--- config.mk ---
export PLATFORM = sky130hd
export DESIGN_NAME = tinyrv_core
export DESIGN_NICKNAME = d
export VERILOG_FILES = /design/src/rtl/tinyrv_pkg.sv /design/src/rtl/tinyrv_regfile.sv /design/src/rtl/tinyrv_core.sv
export SDC_FILE = /design/constraint.sdc
export NUM_CORES = 2
export LEC_CHECK = 0
export ABC_CLOCK_PERIOD_IN_PS = 8500
export CAP_MARGIN = 20
export CORE_MARGIN = 4
export CORE_UTILIZATION = 35
export DETAILED_ROUTE_END_ITERATION = 10
export DONT_BUFFER_PORTS = 1
export GPL_TIMING_DRIVEN = 0
export HOLD_SLACK_MARGIN = 0.15
export PLACE_DENSITY = 0.51
export SYNTH_ARGS = -nofsm -noshare
export SYNTH_HDL_FRONTEND = slang
export SYNTH_HIERARCHICAL = 1
export SYNTH_SLANG_ARGS = --single-unit
--- constraint.sdc ---
create_clock -name clk -period 8.5 [get_ports clk]
set_clock_uncertainty 0.2 [all_clocks]
set_input_delay 1.7 -clock clk [delete_from_list [all_inputs] [get_ports clk]]
set_output_delay 1.7 -clock clk [all_outputs]
set_load 0.02 [all_outputs]
--- src/rtl/tinyrv_pkg.sv ---
// Shared encodings for the tinyrv execute slice: opcodes, funct codes, ALU operation set.
// Build option TINYRV_ILLEGAL_EN (used by tinyrv_core) adds an illegal-instruction flag.
package tinyrv_pkg;

  localparam int unsigned XLEN_W = 32;
  localparam int unsigned REG_AW = 5;
  localparam int unsigned REG_N  = 32;

  localparam logic [6:0] OP_IMM = 7'b0010011;
  localparam logic [6:0] OP     = 7'b0110011;
  localparam logic [6:0] LUI    = 7'b0110111;
  localparam logic [6:0] AUIPC  = 7'b0010111;
  localparam logic [6:0] JAL    = 7'b1101111;
  localparam logic [6:0] JALR   = 7'b1100111;
  localparam logic [6:0] BRANCH = 7'b1100011;

  localparam logic [2:0] F3_ADD_SUB = 3'b000;
  localparam logic [2:0] F3_SLL     = 3'b001;
  localparam logic [2:0] F3_SLT     = 3'b010;
  localparam logic [2:0] F3_SLTU    = 3'b011;
  localparam logic [2:0] F3_XOR     = 3'b100;
  localparam logic [2:0] F3_SR      = 3'b101;
  localparam logic [2:0] F3_OR      = 3'b110;
  localparam logic [2:0] F3_AND     = 3'b111;

  localparam logic [2:0] F3_BEQ  = 3'b000;
  localparam logic [2:0] F3_BNE  = 3'b001;
  localparam logic [2:0] F3_BLT  = 3'b100;
  localparam logic [2:0] F3_BGE  = 3'b101;
  localparam logic [2:0] F3_BLTU = 3'b110;
  localparam logic [2:0] F3_BGEU = 3'b111;

  localparam logic [6:0] F7_BASE = 7'b0000000;
  localparam logic [6:0] F7_ALT  = 7'b0100000;

  typedef enum logic [3:0] {
    ALU_ADD, ALU_SUB, ALU_SLL, ALU_SLT, ALU_SLTU, ALU_XOR,
    ALU_SRL, ALU_SRA, ALU_OR, ALU_AND, ALU_PASS_B
  } alu_op_t;

  // Map funct3 plus the alternate-encoding bit (inst[30]) to an ALU operation.
  function automatic alu_op_t alu_op_decode(input logic [2:0] funct3, input logic alt);
    alu_op_t op;
    op = ALU_ADD;
    case (funct3)
      F3_ADD_SUB: if (alt) op = ALU_SUB; else op = ALU_ADD;
      F3_SLL:     op = ALU_SLL;
      F3_SLT:     op = ALU_SLT;
      F3_SLTU:    op = ALU_SLTU;
      F3_XOR:     op = ALU_XOR;
      F3_SR:      if (alt) op = ALU_SRA; else op = ALU_SRL;
      F3_OR:      op = ALU_OR;
      F3_AND:     op = ALU_AND;
      default:    op = ALU_ADD;
    endcase
    return op;
  endfunction

endpackage

--- src/rtl/tinyrv_regfile.sv ---
// 32x32 integer register file: two asynchronous read ports, one write port,
// asynchronous active-low clear, x0 hardwired to zero.
module tinyrv_regfile
  import tinyrv_pkg::*;
(
  input  logic              clk,
  input  logic              rst_n,
  input  logic [REG_AW-1:0] rs1_addr,
  input  logic [REG_AW-1:0] rs2_addr,
  output logic [XLEN_W-1:0] rs1_data_c,
  output logic [XLEN_W-1:0] rs2_data_c,
  input  logic              we,
  input  logic [REG_AW-1:0] rd_addr,
  input  logic [XLEN_W-1:0] rd_data
);

  logic [XLEN_W-1:0] regs [REG_N];

  always_ff @(posedge clk or negedge rst_n) begin
    if (!rst_n) begin
      regs <= '{default: '0};
    end else if (we && (rd_addr != '0)) begin
      regs[rd_addr] <= rd_data;
    end
  end

  assign rs1_data_c = (rs1_addr == '0) ? '0 : regs[rs1_addr];
  assign rs2_data_c = (rs2_addr == '0) ? '0 : regs[rs2_addr];

endmodule

--- src/rtl/tinyrv_core.sv ---
// Single-cycle RV32I execute slice: decode, immediates, ALU, branch compare, next-pc.
// Define TINYRV_ILLEGAL_EN to add the 'illegal' output for unsupported encodings.
module tinyrv_core
  import tinyrv_pkg::*;
#(
  parameter int unsigned       XLEN     = 32,
  parameter logic [XLEN-1:0]   RESET_PC = '0
) (
  input  logic            clk,
  input  logic            rst_n,
  input  logic [XLEN-1:0] inst,
  input  logic [XLEN-1:0] pc,
  output logic [XLEN-1:0] pc_next
`ifdef TINYRV_ILLEGAL_EN
  ,
  output logic            illegal
`endif
);

  logic [6:0]        opcode;
  logic [2:0]        funct3;
  logic [6:0]        funct7;
  logic [REG_AW-1:0] rs1_addr, rs2_addr, rd_addr;
  logic [XLEN_W-1:0] rs1, rs2;
  logic [XLEN_W-1:0] imm_i, imm_b, imm_u, imm_j;
  logic [XLEN_W-1:0] alu_a, alu_b, alu_y;
  alu_op_t           alu_op;
  logic              legal_c, writes_rd, is_jal, is_jalr, is_branch, is_link;
  logic              rd_we_c, br_taken;
  logic [XLEN_W-1:0] pc_plus4, jalr_sum, rd_data, npc;

  assign opcode   = inst[6:0];
  assign rd_addr  = inst[11:7];
  assign funct3   = inst[14:12];
  assign rs1_addr = inst[19:15];
  assign rs2_addr = inst[24:20];
  assign funct7   = inst[31:25];

  assign imm_i = {{20{inst[31]}}, inst[31:20]};
  assign imm_b = {{19{inst[31]}}, inst[31], inst[7], inst[30:25], inst[11:8], 1'b0};
  assign imm_u = {inst[31:12], 12'h000};
  assign imm_j = {{11{inst[31]}}, inst[31], inst[19:12], inst[20], inst[30:21], 1'b0};

  tinyrv_regfile u_regfile (
    .clk        (clk),
    .rst_n      (rst_n),
    .rs1_addr   (rs1_addr),
    .rs2_addr   (rs2_addr),
    .rs1_data_c (rs1),
    .rs2_data_c (rs2),
    .we         (rd_we_c),
    .rd_addr    (rd_addr),
    .rd_data    (rd_data)
  );

  // Decoder: unknown or unlisted encodings fall through to a no-op.
  always_comb begin
    legal_c   = 1'b0;
    writes_rd = 1'b0;
    is_jal    = 1'b0;
    is_jalr   = 1'b0;
    is_branch = 1'b0;
    is_link   = 1'b0;
    alu_op    = ALU_ADD;
    alu_a     = rs1;
    alu_b     = rs2;
    case (opcode)
      OP_IMM: begin
        writes_rd = 1'b1;
        alu_b     = imm_i;
        alu_op    = alu_op_decode(funct3, (funct3 == F3_SR) && (funct7 == F7_ALT));
        case (funct3)
          F3_SLL:  legal_c = (funct7 == F7_BASE);
          F3_SR:   legal_c = (funct7 == F7_BASE) || (funct7 == F7_ALT);
          default: legal_c = 1'b1;
        endcase
      end
      OP: begin
        writes_rd = 1'b1;
        alu_op    = alu_op_decode(funct3, funct7 == F7_ALT);
        legal_c   = (funct7 == F7_BASE) ||
                    ((funct7 == F7_ALT) && ((funct3 == F3_ADD_SUB) || (funct3 == F3_SR)));
      end
      LUI: begin
        legal_c   = 1'b1;
        writes_rd = 1'b1;
        alu_op    = ALU_PASS_B;
        alu_b     = imm_u;
      end
      AUIPC: begin
        legal_c   = 1'b1;
        writes_rd = 1'b1;
        alu_a     = pc;
        alu_b     = imm_u;
      end
      JAL: begin
        legal_c   = 1'b1;
        writes_rd = 1'b1;
        is_jal    = 1'b1;
        is_link   = 1'b1;
      end
      JALR: begin
        legal_c   = (funct3 == 3'b000);
        writes_rd = 1'b1;
        is_jalr   = 1'b1;
        is_link   = 1'b1;
      end
      BRANCH: begin
        legal_c   = (funct3 != 3'b010) && (funct3 != 3'b011);
        is_branch = 1'b1;
      end
      default: ;
    endcase
  end

  assign rd_we_c = legal_c & writes_rd;

  always_comb begin
    alu_y = '0;
    case (alu_op)
      ALU_ADD:    alu_y = alu_a + alu_b;
      ALU_SUB:    alu_y = alu_a - alu_b;
      ALU_SLL:    alu_y = alu_a << alu_b[4:0];
      ALU_SLT:    alu_y = {31'b0, $signed(alu_a) < $signed(alu_b)};
      ALU_SLTU:   alu_y = {31'b0, alu_a < alu_b};
      ALU_XOR:    alu_y = alu_a ^ alu_b;
      ALU_SRL:    alu_y = alu_a >> alu_b[4:0];
      ALU_SRA:    alu_y = $signed(alu_a) >>> alu_b[4:0];
      ALU_OR:     alu_y = alu_a | alu_b;
      ALU_AND:    alu_y = alu_a & alu_b;
      ALU_PASS_B: alu_y = alu_b;
      default:    alu_y = '0;
    endcase
  end

  always_comb begin
    br_taken = 1'b0;
    case (funct3)
      F3_BEQ:  br_taken = (rs1 == rs2);
      F3_BNE:  br_taken = (rs1 != rs2);
      F3_BLT:  br_taken = ($signed(rs1) < $signed(rs2));
      F3_BGE:  br_taken = ($signed(rs1) >= $signed(rs2));
      F3_BLTU: br_taken = (rs1 < rs2);
      F3_BGEU: br_taken = (rs1 >= rs2);
      default: br_taken = 1'b0;
    endcase
  end

  assign pc_plus4 = pc + 32'd4;
  assign jalr_sum = rs1 + imm_i;
  assign rd_data  = is_link ? pc_plus4 : alu_y;

  // Misaligned targets pass through untouched; only JALR clears bit 0.
  always_comb begin
    npc = pc_plus4;
    if (legal_c && is_jal) begin
      npc = pc + imm_j;
    end else if (legal_c && is_jalr) begin
      npc = {jalr_sum[31:1], 1'b0};
    end else if (legal_c && is_branch && br_taken) begin
      npc = pc + imm_b;
    end
  end

  assign pc_next = rst_n ? npc : RESET_PC;

`ifdef TINYRV_ILLEGAL_EN
  assign illegal = rst_n & ~legal_c;
`endif

endmodule

==> impl_metrics.toml <==
[sta]
rsz0062_at_grt = "yes"
holdWs_ns = 0.2854
tightest_slew_ns = 1.352
slew_headroom_pct = 9.859
fmax_mhz = 114.1
setup_tns_ns = -7.584
finalHoldViolCount = 0
min_period_ns = 8.768
fin_crit_sh_pct = 103.1
finalMaxSlewViolations = 0
setup_viol = 95
worst_slack_ns = -0.2676

[route]
drc = 0
drtIter0Drc = 7325
wl_per_cell_um = 39.08
vias_per_cell = 6.492
drtAntennaViolNets = 0
firstDrtPassIters = 6
vias = 61010
routed_wl_um = 367200

[run_status]
violations = "setup timing"
status = "complete, but fails checks"

[synthesis]
synth_cell_types = 104
yosysWarnings = 6
ys_seq_area_share_pct = 35.80
yosysMostFrequentCell = "mux2_2"
yosysTopAreaCell = "dfrtp_1"
synth-edff-count = 0
synthFlopType = "dfrtp_1"
synth_commonest_cells = "mux2_2, dfrtp_1, mux2i_1"
avgSynthCellArea_sq_um = 11.38
yosys_register_bits = 1024
synth.area.top_cells = "dfrtp_1, mux2_2, mux4_2"
async_flop_share_pct = 100.0
netlist_area_sq_mm = 0.07158
syn-num-nets = 6579
syn_inst = 6289
synth_top_area_share_pct = 35.80

[global_routing]
grt_antenna_before_repair = 12
grt_pass1_wl_um = 500000
use_met1_pct = 40.90
grt_max_degree = 236
met2_usage_pct = 51.21
grt.busiest_layer = "met2"
first_global_vias = 60350
grt.total_usage_pct = 33.75
use_met3_pct = 8.567
globalRoute.totalOverflow = 0

[critical_path]
r2r-end = "u_regfile/regs[556]"
ff2ff_path_depth = 24
startpoint = "inst[20]"
endpoint_kind = "register"
arrival_ns = 9.24
cp-endpoint = "u_regfile/regs[556]"
crit_required_ns = 8.97
reg2reg_slack_ns = 0.85
cp_max_fo = 11
path_class = "input pin to register"
r2r_start = "u_regfile/regs[512]"
start_kind = "input pin"

[power_and_ir_drop]
p_leak_nw = 38.39
ir_worst_vdd_v = 0.0001678
p_per_area_mw_per_mm2 = 169.6
p_total_mw = 14.48

[floorplan]
top_level_ports = 98
placementRows = 165
dieArea_sq_mm = 0.2118
start_util_pct = 35.31
die_x_um = 460.2
die_y_um = 460.2
core_area_sq_mm = 0.2027

[cts]
cts.sinks = 1024
htreeDepth = 3
cts_tree = "done"
clockBufferDepth = 3
clk_pin_slew_ns = 0.06
cts_made_buffers = 108
hold_buffers = 0
clk_latency_ns = 0.77
root_buffer = "clkbuf_16"

[place]
io_buffers = 0
place_area_sq_mm = 0.07648
place_congestion = 1.055
dp_hpwl_um = 274400

[job]
drv_cap = 0

[finish]
largest_reg_flops = 1024
layout.nets = 6913
utilization_pct = 42.11
multi_input_area_sq_mm = 0.04538
top_regs = "u_regfile/regs: 1024 flops"
drive_above_1_share_pct = 37.95
max_flop_register = "u_regfile/regs"
stdcell_area_sq_mm = 0.08538
regArea_sq_mm = 0.02562
syn_to_final_growth_pct = 19.28
fillers = 19280

[hold_path]
hp-class = "register to register"
critical path, stage by stage:
cell and delay (ns):
buf_16 0.16, buf_16 0.16, buf_4 0.20, mux4_2 0.53, a22o_1 0.26, a2111oi_1 0.30
buf_2 0.22, nor3_2 0.05, buf_4 0.19, a32oi_1 0.20, nand2_2 0.15, buf_4 0.21
inv_1 0.08, buf_4 0.20, buf_2 0.29, buf_2 0.39, buf_2 0.38, ha_1 0.25
nand2_1 0.22, nor2_1 0.15, a21oi_1 0.18, a21oi_1 0.61, a32oi_1 0.37, a22oi_2 0.37
buf_8 0.25, clkbuf_1 0.78, mux2_2 0.31
per-layer routing:
layer	vias to the layer above	wire, um	part of all wire (%)
met4	8	36180	9.9
met3	1029	34580	9.4
met2	3487	158700	43
met5	-	55	0.015
met1	31780	137700	38
li1	24710	-	-
cells by family after synthesis:
logic type	synth area share, %
flip-flops	35.80
adder cells (fa/ha/maj)	3.968
multiplexers	34.63
XOR/XNOR	1.395
AO/OA/AOI/OAI	12.88
AND/OR/NAND/NOR	6.769
buffers and inverters	4.562
cell type report:
type | instances | share of cell area [%]
Multi-Input combinational cell | 4531 | 53.15
Sequential cell | 1024 | 30.01
Buffer | 576 | 4.754
Tap cell | 2672 | 3.916
Clock buffer | 149 | 3.640
Timing Repair Buffer | 237 | 3.006
Clock inverter | 50 | 0.8382
Inverter | 145 | 0.6433
Antenna cell | 13 | 0.03810
how the worst min path moves through the flow:
stage                          from                    to  slack, ns  cells past startpoint
6_report       u_regfile/regs[1011]  u_regfile/regs[1011]       0.29                      1
5_1_grt         u_regfile/regs[997]   u_regfile/regs[997]       0.31                      1
4_1_cts         u_regfile/regs[993]   u_regfile/regs[993]       0.28                      1
3_5_place_dp   u_regfile/regs[1022]  u_regfile/regs[1022]       0.27                      1
3_3_place_gp   u_regfile/regs[1012]  u_regfile/regs[1012]       0.26                      1
2_1_floorplan  u_regfile/regs[1000]  u_regfile/regs[1000]       0.24                      1
report_power, final:
| part | internal (mW) | total [mW] | switching [mW] |
|---|---|---|---|
| clock network | 3.02 | 5.17 | 2.16 |
| registers | 5.05 | 5.19 | 0.138 |
| logic | 1.38 | 4.12 | 2.74 |
| total | 9.45 | 14.5 | 5.03 |
per-stage QoR:
stage                     setup slack [ns]  cells
after global placement              -6.335   8961
final                              -0.2676   9397
after global routing               -0.2166   9391
after detailed placement            -4.027   9068
after CTS                          -0.1280   9313
after floorplan                    0.03053   6289
placed cells by master (no fill, tap or decap), drive strengths merged, types with 54 or more instances in the layout:
cell type  count
nand3         77
nor2b         79
dfrtp       1024
buf          494
a211oi       120
a22oi        141
a22o          68
o22ai         57
mux4         354
nor3          90
inv          149
o221ai        54
mux2i        465
clkbuf       468
xnor2         66
o21ai        208
a21oi        259
nor2         218
mux2        1065
a21o          70
nand2        271
ha           219
repair_timing:
item / in CTS / in global routing
gates cloned: 0 / 7
pin swaps: 44 / 101
gates resized for setup: 646 / 330
setup buffers: 51 / 70
setup endpoints to repair: 1021 / 584
Note: power is estimated with default switching activity, not from simulation.
